<file path="src/rtl/tagged_reorder_queue.sv">
// tagged_reorder_queue: hands out tags, buffers tagged writes in any order, and releases the data in tag-allocation order.
// Ports: clk, rst (async, active-high); alloc_req/alloc_gnt/alloc_tag/full (tag allocation);
// wr_en/d (tagged write, tag in d[TAG_LSB+ADDR_W:TAG_LSB]); q/valid/ready (in-order output);
// count (tags allocated and not yet moved to q); err (sticky bad write); init_done (occupancy sweep finished).
module tagged_reorder_queue #(
  parameter int WIDTH   = 8,
  parameter int DEPTH   = 32,
  parameter int TAG_LSB = 0,
  parameter int ADDR_W  = $clog2(DEPTH)
) (
  input  logic              clk,
  input  logic              rst,
  input  logic              alloc_req,
  output logic              alloc_gnt,
  output logic [ADDR_W:0]   alloc_tag,
  output logic              full,
  input  logic              wr_en,
  input  logic [WIDTH-1:0]  d,
  output logic [WIDTH-1:0]  q,
  output logic              valid,
  input  logic              ready,
  output logic [ADDR_W:0]   count,
  output logic              err,
  output logic              init_done
);
  typedef enum logic {INIT, RUN} state_t;
  state_t state, state_nx;
  logic [ADDR_W-1:0] sweep;
  logic [ADDR_W:0] beg_ptr, end_ptr, wtag;
  logic [DEPTH-1:0] occ;
  logic [WIDTH-1:0] ram [DEPTH];
  logic wr_ok, retire;
  assign init_done = state == RUN;
  assign full      = count == (ADDR_W+1)'(DEPTH);
  assign alloc_gnt = alloc_req && !full && init_done;
  assign alloc_tag = end_ptr;
  assign wtag      = d[TAG_LSB+ADDR_W:TAG_LSB];
  // Modular distance from the head keeps the window check correct across phase-bit wraps.
  assign wr_ok     = wr_en && init_done && (wtag - beg_ptr) < count && !occ[wtag[ADDR_W-1:0]];
  assign retire    = init_done && occ[beg_ptr[ADDR_W-1:0]] && (!valid || ready);
  always_comb state_nx = (state == INIT && sweep == ADDR_W'(DEPTH-1)) ? RUN : state;
  always_ff @(posedge clk or posedge rst) begin
    if (rst) begin
      state   <= INIT;
      sweep   <= '0;
      beg_ptr <= '0;
      end_ptr <= '0;
      count   <= '0;
      valid   <= 1'b0;
      q       <= '0;
      err     <= 1'b0;
    end else begin
      state <= state_nx;
      if (!init_done) sweep <= sweep + ADDR_W'(1);
      if (alloc_gnt) end_ptr <= end_ptr + (ADDR_W+1)'(1);
      if (retire) beg_ptr <= beg_ptr + (ADDR_W+1)'(1);
      count <= count + (ADDR_W+1)'(alloc_gnt) - (ADDR_W+1)'(retire);
      valid <= retire || (valid && !ready);
      if (retire) q <= ram[beg_ptr[ADDR_W-1:0]];
      if (wr_en && !wr_ok) err <= 1'b1;
    end
  end
  // Occupancy and data are not reset; the INIT sweep clears occupancy and nothing reads it before RUN.
  always_ff @(posedge clk) begin
    if (!init_done) occ[sweep] <= 1'b0;
    if (retire) occ[beg_ptr[ADDR_W-1:0]] <= 1'b0;
    if (wr_ok) begin
      occ[wtag[ADDR_W-1:0]] <= 1'b1;
      ram[wtag[ADDR_W-1:0]] <= d;
    end
  end
endmodule
</file>
<file path="config.mk">
export PLATFORM = sky130hd
export DESIGN_NAME = tagged_reorder_queue
export DESIGN_NICKNAME = d
export VERILOG_FILES = /design/src/rtl/tagged_reorder_queue.sv
export SDC_FILE = /design/constraint.sdc
export NUM_CORES = 1
export LEC_CHECK = 0
export CORE_MARGIN = 2
export CORE_UTILIZATION = 55
export CTS_CLUSTER_DIAMETER = 30
export CTS_CLUSTER_SIZE = 40
export DETAILED_ROUTE_END_ITERATION = 7
export HOLD_SLACK_MARGIN = 0.05
export PLACE_DENSITY = 0.8
export SETUP_SLACK_MARGIN = 0.05
export SYNTH_ARGS = -nofsm -noshare
export SYNTH_HDL_FRONTEND = slang
export SYNTH_SLANG_ARGS = --single-unit
</file>
<file path="constraint.sdc">
create_clock -name clk -period 12.1 [get_ports clk]
set_input_delay 3.025 -clock clk [delete_from_list [all_inputs] [get_ports clk]]
set_output_delay 3.025 -clock clk [all_outputs]
set_load 0.05 [all_outputs]
</file>
* Word-level counts from Yosys, hierarchy flattened *
Memories as Yosys holds them, arrays and structs flattened. A register that Yosys moved wholly into a read port is not among the register bits.
Index checks and enable logic that the tools add are counted.

storage, ports and cells
  register bits after elaboration = 58
  bits in latches = 0
  memory bits (read-only) = 0
  memories = 1
  logic and storage cells = 65
  output and inout bits = 25
  bits in writable memories = 256
  bits of input ports = 13

memory list
  name  words  bits a word  read ports  clocked after memory_dff  write ports  line  text
  ram   32     8            1           1                         1            31    logic [WIDTH-1:0] ram [DEPTH];

cells by class
  multipliers = 0
  divide/modulo/power cells = 0
  add/sub/neg operators = 6
  eq/ne operators = 2
  shift operators = 0
  reduce and logical (&&, ||, !) cells = 20
  bitwise logic cells = 6
  muxes and demuxes = 15
  order comparisons = 7

operator list
  operator               number
  $mux W32               3
  $and A32 B32 Y32       2
  $not A32 Y32           2
  $or A32 B32 Y32        1
  $lt A5 B6 Y1 const B   3
  $demux W1 S5           3
  $ge A5 B1 Y1 const B   3
  $logic_and A1 B1 Y1    13
  $add A6 B1 Y6 const B  2
  $bmux W1 S5            2
  $mux W1                7
  $add A6 B1 Y6          1
  $eq A6 B6 Y1 const B   1
  $lt A6 B6 Y1           1
  $sub A6 B1 Y6          1
  $sub A6 B6 Y6          1
  $add A5 B1 Y5 const B  1
  $eq A5 B5 Y1 const B   1
  $logic_not A1 Y1       5
  $logic_or A1 B1 Y1     2
  $not A1 Y1             1

* Logic depth before layout (Yosys ltp) *
  depth in word-level cells = 11
  depth in mapped cells = 18
  depth with buffers taken out = 14

* Worst setup path before layout *
Ideal clock, no wire load.

  path kind = input to output
  start = input port alloc_req
  end = output port alloc_gnt
  arrival = 3.932 ns
  path slack = 5.143 ns
  stages on the path = 2
  path buffers = 0
  data required time = 9.075 ns
  cell sequence = nand2_1 nor2_1

on the way
  longest elaborated chain between the ends = 2

RTL lines
  what                              line  text
  start, declared                   13    input logic alloc_req,
  $logic_and A1 B1 Y1 (2 in a row)  35    assign alloc_gnt = alloc_req && !full && init_done;
  end, declared                     14    output logic alloc_gnt,

No other way between the ends.

* Final worst setup path *
Ends and elaborated chain as after synthesis.

==> results.yml <==
yosys:
  seq_area_frac_synth: 0.671
  postSynthAreaPerCell_um2: 16.6
  ys_types: 53
  synthFlopType: "edfxtp_1"
  yosys_register_bits: 322
  synth-edff-count: 256
  synth_warnings: 0
  syn_area_um2: 13700
  postSynthCellCount: 825
  async_flop_share: 0.106
  synth_nets: 868
clocking:
  cts_buffers: 55
  clk_latency_ps: 560
  post_cts_resized: 0
  cts_tree: "built"
  worst_setup_hold_path_clk_slew_ps: 50
  postCtsSetupBuffers: 0
  cts_root_buf: "clkbuf_16"
  htreeDepth: 2
  ctsHoldBuffers: 0
  cts_max_path_buffers: 3
  cts_num_sinks: 322
worst_hold_path:
  hp-start: "err"
  hp-class: "reg -> reg"
timing:
  tightest_slew_ps: 1150
  final.setup.tns_ps: 0
  skew_ps: 20.3
  fin_crit_ps: 7810
  slew_headroom: 0.236
  setup_viol: 0
  rsz0062_at_grt: "no"
  holdWs_ps: 453
  worst_slack_ps: 4290
  drv_slew: 0
  hold_viol: 0
  fmax_mhz: 128
  post-route-period-util: 0.646
layout:
  syn_to_final_growth_pct: 18.5
  fin_cells: 1260
  drive_above_1_share: 0.231
  fin_area_um2: 16200
  nets: 933
  diodes: 0
  layout_common_cells: "256 x edfxtp_1, 72 x mux4_2, 55 x clkbuf_16"
  final_common_cell: "edfxtp_1"
detailed_routing:
  avgRoutedWirePerCell_um: 26.3
  vias: 8225
  ant_nets: 0
  firstDrtPassIters: 5
  routed_wl_um: 33100
  drc_errors: 0
  viasPerCell: 6.53
  drtIter0Drc: 1209
status:
  status: "finished, final reports clean"
floorplan:
  dieArea_um2: 26200
  coreArea_um2: 24400
  io_pins: 38
  rows: 57
  initial_core_util: 0.561
  fp.dieH_um: 162
  die_w_um: 162
setup_path:
  critPathCaptureType: "output pin"
  required_ps: 9070
  startpoint: "alloc_req"
  r2r-start: "beg_ptr[0]"
  startpoint_type: "input port"
  critPathMaxFanout: 7
  worstSetupPathType: "in -> out"
  arrival_ps: 4790
grt:
  grt_pass1_wl_um: 50300
  grt_usage: 0.257
  grt_pass1_vias: 8257
  grt_antenna_before_repair: 0
  grt_max_degree: 80
  grt_overflow: 0
place:
  gp_congestion: 0.899
  dpl_cell_area_um2: 14400
  dpl.hpwl_um: 19000
  place_inst: 1157
  io_buffers: 37
  place_ws_ps: 4160
pwr:
  max-vdd-ir-drop_mv: 0.170
  p_leak_nw: 5.68
  power_density_nw_per_um2: 258
flow_run:
  maxCapViolCount: 0
[kinds of logic (layout without fill, tap and decap cells)]
family / count (synthesis) / in the layout / share of synthesized area
and+or+nand+nor: 154 / 154 / 0.0623
DFF: 322 / 322 / 0.671
buffers and inverters: 70 / 181 / 0.0223
muxes: 97 / 97 / 0.141
xor gates and xnor gates: 22 / 22 / 0.0141
adders and majority gates: 30 / 30 / 0.0285
AOI/OAI and AO/OA: 130 / 130 / 0.0612
[worst paths after layout]
kind                       slack [ps]  cells past startpoint      endpoint
setup / recovery                 4290                      4     alloc_gnt
hold / removal                    450                      1           err
setup reg to reg                 6780                     13     ram[0][4]
hold reg to reg                   450                      1           err
max in group asynchronous        8850                      3    beg_ptr[1]
min in group asynchronous        2890                      3  alloc_tag[5]
[power breakdown]
part           total (mW)  internal (mW)  switching (mW)
clock                1.53          0.960           0.572
sequential           1.41           1.30           0.110
combinational        1.24          0.527           0.715
total                4.18           2.79            1.40
[cells in the mapped netlist, types with 2 or more instances]
cell type | count | share of area
dfxtp_1 | 32 | 0.047
mux2_4 | 6 | 0.0066
a221oi_1 | 2 | 0.0013
edfxtp_1 | 256 | 0.56
buf_1 | 6 | 0.0016
buf_6 | 3 | 0.0025
nand3b_1 | 7 | 0.0038
dfrtp_1 | 34 | 0.062
xnor2_1 | 16 | 0.010
or3b_2 | 3 | 0.0019
and2_0 | 4 | 0.0018
o22ai_1 | 33 | 0.015
nor2b_1 | 3 | 0.0014
xor2_1 | 6 | 0.0038
or3_1 | 3 | 0.0014
and3_1 | 35 | 0.016
nor2_1 | 42 | 0.012
a22o_1 | 2 | 0.0013
o21ai_0 | 34 | 0.012
mux2i_1 | 8 | 0.0058
a21o_1 | 8 | 0.0044
ha_1 | 28 | 0.026
mux4_2 | 72 | 0.12
inv_1 | 22 | 0.0060
nor3_1 | 3 | 0.0011
o21a_1 | 2 | 0.0011
buf_2 | 16 | 0.0058
a22oi_1 | 30 | 0.016
mux2_2 | 10 | 0.0082
a31oi_1 | 3 | 0.0014
nand3_1 | 11 | 0.0040
nand4_1 | 12 | 0.0055
a21oi_1 | 10 | 0.0037
fa_1 | 2 | 0.0029
nor3b_1 | 4 | 0.0022
nand2_1 | 18 | 0.0049
clkbuf_1 | 23 | 0.0063
[worst max-delay path, cell delays in order]
cell and delay (ps):
clkdlybuf4s50_1 450, nand2_1 50, nor2_1 370, clkdlybuf4s50_1 890
[routing by layer]
layer	part of all wire	track usage	vias to the layer above
met2	0.47	0.401	581
met4	0.036	0.0981	0
met3	0.11	0.0562	103
met5	0	0	-
li1	-	-	3457
met1	0.38	0.361	4084
[area by class of cell]
class | instances | area, µm²
clock buffers | 61 | 1400
clock inverters | 42 | 442
fillers | 1622 | 8170
inverters | 22 | 82.6
multi-input cells | 433 | 4210
flip-flops and latches | 322 | 9190
well taps | 324 | 405
repair buffers | 56 | 498
[per-stage QoR]
step	power [mW]	utilization
after floorplan	2.29	-
after global placement	2.62	0.589
after CTS	4.18	0.665
final	4.18	0.665
after detailed placement	2.65	0.589
after global routing	4.34	0.665
[sequential cells by signal (all words and copies together) (netlist names)]
signal     count
beg_ptr        6
sweep          5
q              8
count          6
err            1
valid          1
alloc_tag      6
ram          256
init_done      1
occ           32
No activity file was read; power rests on OpenSTA's default activity.
==> patch 1, RTL diff (same flow settings) <==
Reset style: synchronous (`rst`), changed in one clocked block. Comments in the files are not updated.
--- a/src/rtl/tagged_reorder_queue.sv
+++ b/src/rtl/tagged_reorder_queue.sv
@@ -39,7 +39,7 @@
   assign wr_ok     = wr_en && init_done && (wtag - beg_ptr) < count && !occ[wtag[ADDR_W-1:0]];
   assign retire    = init_done && occ[beg_ptr[ADDR_W-1:0]] && (!valid || ready);
   always_comb state_nx = (state == INIT && sweep == ADDR_W'(DEPTH-1)) ? RUN : state;
-  always_ff @(posedge clk or posedge rst) begin
+  always_ff @(posedge clk) begin
     if (rst) begin
       state   <= INIT;
       sweep   <= '0;
Formal check against the unedited RTL: differs if rst is asserted again (counterexample within 4 cycles, from zero or initial values and one cycle with rst high); with rst held inactive, the same outputs for 10 cycles.
==> patch 1 against the original RTL <==
Sequential cell count stayed put; die area grew 1.8%; synthesized area increased by 1.8%; sequential share of layout area down 1.4 points; synthesized cell count grew 16%; first-iteration DRC count is 25% lower; global-route usage up 0.71 points; wire length is 4.1% higher; final area grew 0.63%; worst setup slack gained 0.064 ns; critical endpoint unchanged; largest cell class unchanged; highest routed layer is now met5.
Power is not compared: it rests on default switching activity, and its combinational part moved more than twofold at a synthesized area within 25%.
==> patch 1: results <==
grt:
  met2_usage_pct: 42.4
  grt_max_degree: 61
  use_met1_pct: 34.0
  grt_pass1_wl_um: 52300
  grt_util_all_layers_pct: 26.4
  grt_pass1_vias: 8883
  antenna_found_initial: 2
  met3_usage_pct: 7.16
pwr:
  peakVddDrop_v: 0.0000935
  powerDensity_nw_per_um2: 169
  p_comb_share_pct: 3.1
  power_leakage_nw: 5.32
  power.share.switching_pct: 22.7
  power_clock_mw: 1.45
place:
  port_buffers: 37
  dp.cells: 1280
  place_congestion: 0.927
  hpwlAfterDp_um: 21000
  place_ws_ns: 4.03
timing:
  drv_slew: 0
  tightest_slew_ns: 1.06
  skew_ns: 0.0206
synth:
  synth_common_cells: "edfxtp_1, mux2i_1, dfxtp_1"
  ys_types: 62
  synth_area_leaders: "edfxtp_1, dfxtp_1, mux4_2"
  seq_area_frac_synth_pct: 64.6
  synth_area_per_cell_sq_um: 14.5
  async_reset_ff_share_pct: 0
  synth-edff-count: 256
clock_network:
  clk_latency_ns: 0.57
  clkSlewWorstSetupHoldPaths_ns: 0.05
  cts-root-buf: "clkbuf_16"
  cts_buffers: 53
  cts_setup_buffers: 0
  htreeDepth: 2
detailed_routing:
  vias: 8772
  dr.first_iter.drc_count: 910
  drt-wirelength-per-cell_um: 25.0
  drtPass1Iterations: 6
  routed_wl_um: 34400
  wl_met3_um: 3510
  wl_met2_um: 16300
  wl_met1_um: 13100
  topRoutingLayerUsed: "met5"
final_layout:
  nets: 1048
  largest_register_ffs: 256
  diodes: 0
  drive_gt1_share_pct: 17.9
setup_path:
  critPathArrivalTime_ns: 4.73
  critical_path.top_delay_family: "buffers and inverters"
  cp_max_fo: 7
  r2r-start: "beg_ptr[1]$_SDFFE_PP0N_"
  max_stage_delay_ns: 0.87
hold_path:
  hp-start: "q[2]$_SDFFE_PP0N_"
run_status:
  status: "complete, no violations"
[patch 1: worst reg2reg max path, cell delays in order (launching register included)]
cell and delay (ns):
dfxtp_4 0.87, inv_1 0.29, ha_1 0.34, a21o_1 0.18
a21o_1 0.20, a21o_1 0.18, a21oi_1 0.17, xnor2_1 0.14
ha_1 0.27, a211oi_1 0.28, or4b_4 0.54, nand4bb_1 0.73
nor2_1 0.91
[patch 1: final cells by class]
class                   instances  area, sq um
clock buffers                  61         1360
clock inverters                37          397
fillers                      1686         8720
inverters                      22         82.6
multi-input cells             554         4580
flip-flops and latches        322         9010
well taps                     330          413
repair buffers                 52          478
[patch 1: final timing paths]
| path | end | slack (ns) | cells after the start |
|---|---|---|---|
| setup / recovery | alloc_gnt | 4.35 | 3 |
| setup reg to reg | ram[2][5]$_DFFE_PP_ | 6.65 | 12 |
| hold reg to reg | q[2]$_SDFFE_PP0N_ | 0.47 | 2 |
| hold / removal | q[2]$_SDFFE_PP0N_ | 0.47 | 2 |
[patch 1: kinds of logic (layout without fill, tap and decap cells)]
kind of cell | after synthesis | count (layout) | synth area share (%)
AO/OA/AOI/OAI | 160 | 160 | 7.24
flip-flops | 322 | 322 | 64.6
AND/OR/NAND/NOR | 217 | 217 | 8.69
adder cells (fa/ha/maj) | 30 | 30 | 2.80
XOR/XNOR | 18 | 18 | 1.13
multiplexers | 129 | 129 | 13.0
buffers and inverters | 84 | 172 | 2.50
[patch 1: metrics by stage]
step | hold slack [ns] | area [sq um] | util [%]
after floorplan | 0.528 | 13900 | -
final | 0.468 | 16300 | 65.2
after detailed placement | 0.451 | 14600 | 58.2
after CTS | 0.470 | 16300 | 65.2
after global routing | 0.508 | 16300 | 65.2
after global placement | 0.439 | 14600 | 58.2
==> patch 2, RTL diff (same flow settings) <==
Made on the original files. Change the parameter `WIDTH` from 8 to 10.
--- a/src/rtl/tagged_reorder_queue.sv
+++ b/src/rtl/tagged_reorder_queue.sv
@@ -3,7 +3,7 @@
 // wr_en/d (tagged write, tag in d[TAG_LSB+ADDR_W:TAG_LSB]); q/valid/ready (in-order output);
 // count (tags allocated and not yet moved to q); err (sticky bad write); init_done (occupancy sweep finished).
 module tagged_reorder_queue #(
-  parameter int WIDTH   = 8,
+  parameter int WIDTH   = 10,
   parameter int DEPTH   = 32,
   parameter int TAG_LSB = 0,
   parameter int ADDR_W  = $clog2(DEPTH)
Interface: changed (resized d and q); port bits go from 38 to 42. The function was not compared with the original's and may differ.
==> patch 2 against the original RTL <==
Sequential cell count increased by 66; sequential share of layout area rose by 1.7 points; final area grew 18%; via count increased by 18%; wire length is 24% higher; non-clock buffer count up 7; synthesized area rose by 18%; worst setup slack got worse by 0.088 ns; power increased by 14%; synthesized cell count rose by 13%; maximum frequency decreased by 1.1%; highest routed layer unchanged.
==> patch 2: results <==
place:
  dp.cells: 1323
  port_buffers: 41
  placed_area_sq_um: 16900
detailed_routing:
  dr.first_iter.drc_count: 1668
  drtPass1Iterations: 6
  viasPerCell: 6.74
  drt-wirelength-per-cell_um: 28.6
synth:
  yosys-mux-area-fraction_pct: 14.3
  synth_common_cells: "edfxtp_1, mux4_2, nor2_1"
  synth-edff-count: 320
  seq_area_frac_synth_pct: 69.1
  ys_types: 47
  synth_area_leaders: "edfxtp_1, mux4_2, dfrtp_1"
  synthCells: 929
clock_network:
  clk_latency_ns: 0.59
  cts_buffers: 61
pwr:
  power_leakage_nw: 6.59
final_layout:
  final_cells: 1436
  largest_register_ffs: 320
  drive_gt1_share_pct: 23.3
grt:
  grt_max_degree: 52
  grt_util_all_layers_pct: 27.4
  grt_pass1_wl_um: 62500
  grt_pass1_vias: 9723
run_status:
  status: "complete, no violations"
timing:
  skew_ns: 0.0373
setup_path:
  critPathArrivalTime_ns: 4.88
-- patch 2: metal layers --
| metal | GRT usage (%) | part of all wire (%) |
|---|---|---|
| met1 | 38.6 | 38 |
| met2 | 43.0 | 48 |
| met4 | 8.96 | 2.8 |
| met5 | 0 | 0 |
| met3 | 6.17 | 11 |
-- patch 2: kinds of logic (layout without fill, tap and decap cells) --
family / Yosys count / after routing
AO/OA/AOI/OAI: 136 / 136
XOR/XNOR: 21 / 21
adder cells (fa/ha/maj): 30 / 30
buffers and inverters: 72 / 195
flip-flops: 388 / 388
multiplexers: 118 / 118
AND/OR/NAND/NOR: 164 / 164
-- patch 2: power by group through the flow --
stage / Sequential [mW] / Clock [mW] / Combinational [mW]
2_1_floorplan: 1.74 / 0 / 0.783
3_3_place_gp: 1.68 / 0 / 1.18
3_5_place_dp: 1.69 / 0 / 1.21
4_1_cts: 1.67 / 1.86 / 1.24
5_1_grt: 1.68 / 1.91 / 1.31
6_report: 1.67 / 1.85 / 1.24
-- patch 2: area by class of cell --
| class | count | area, sq um |
|---|---|---|
| Sequential cell | 388 | 11200 |
| Fill cell | 1756 | 9650 |
| Multi-Input combinational cell | 469 | 4660 |
| Clock buffer | 68 | 1580 |
| Clock inverter | 45 | 611 |
| Timing Repair Buffer | 63 | 566 |
| Tap cell | 384 | 480 |
| Inverter | 19 | 71.3 |
-- patch 2: worst paths after layout --
check / start / end / slack, ns
worst max-delay path: alloc_req / alloc_gnt / 4.20
worst min-delay path: alloc_tag[5]$_DFFE_PP0P_ / alloc_tag[5]$_DFFE_PP0P_ / 0.49
worst max register to register: beg_ptr[1]$_DFFE_PP0N_ / ram[29][3]$_DFFE_PP_ / 6.60
worst min register to register: alloc_tag[5]$_DFFE_PP0P_ / alloc_tag[5]$_DFFE_PP0P_ / 0.49
max in group asynchronous: rst / beg_ptr[1]$_DFFE_PP0N_ / 8.51
min in group asynchronous: rst / q[4]$_DFFE_PP0N_ / 2.80
-- patch 2: worst max-delay path: stages --
cell,delay [ns]
clkdlybuf4s50_1,0.46
nand2_1,0.06
nor2_1,0.43
clkdlybuf4s50_1,0.90
-- patch 2: per-stage QoR --
stage / worst slack [ns] / utilization, %
2_1_floorplan: 5.15 / -
3_3_place_gp: 4.22 / 58.8
3_5_place_dp: 4.17 / 58.8
4_1_cts: 4.19 / 66.5
5_1_grt: 4.11 / 66.5
6_report: 4.20 / 66.5
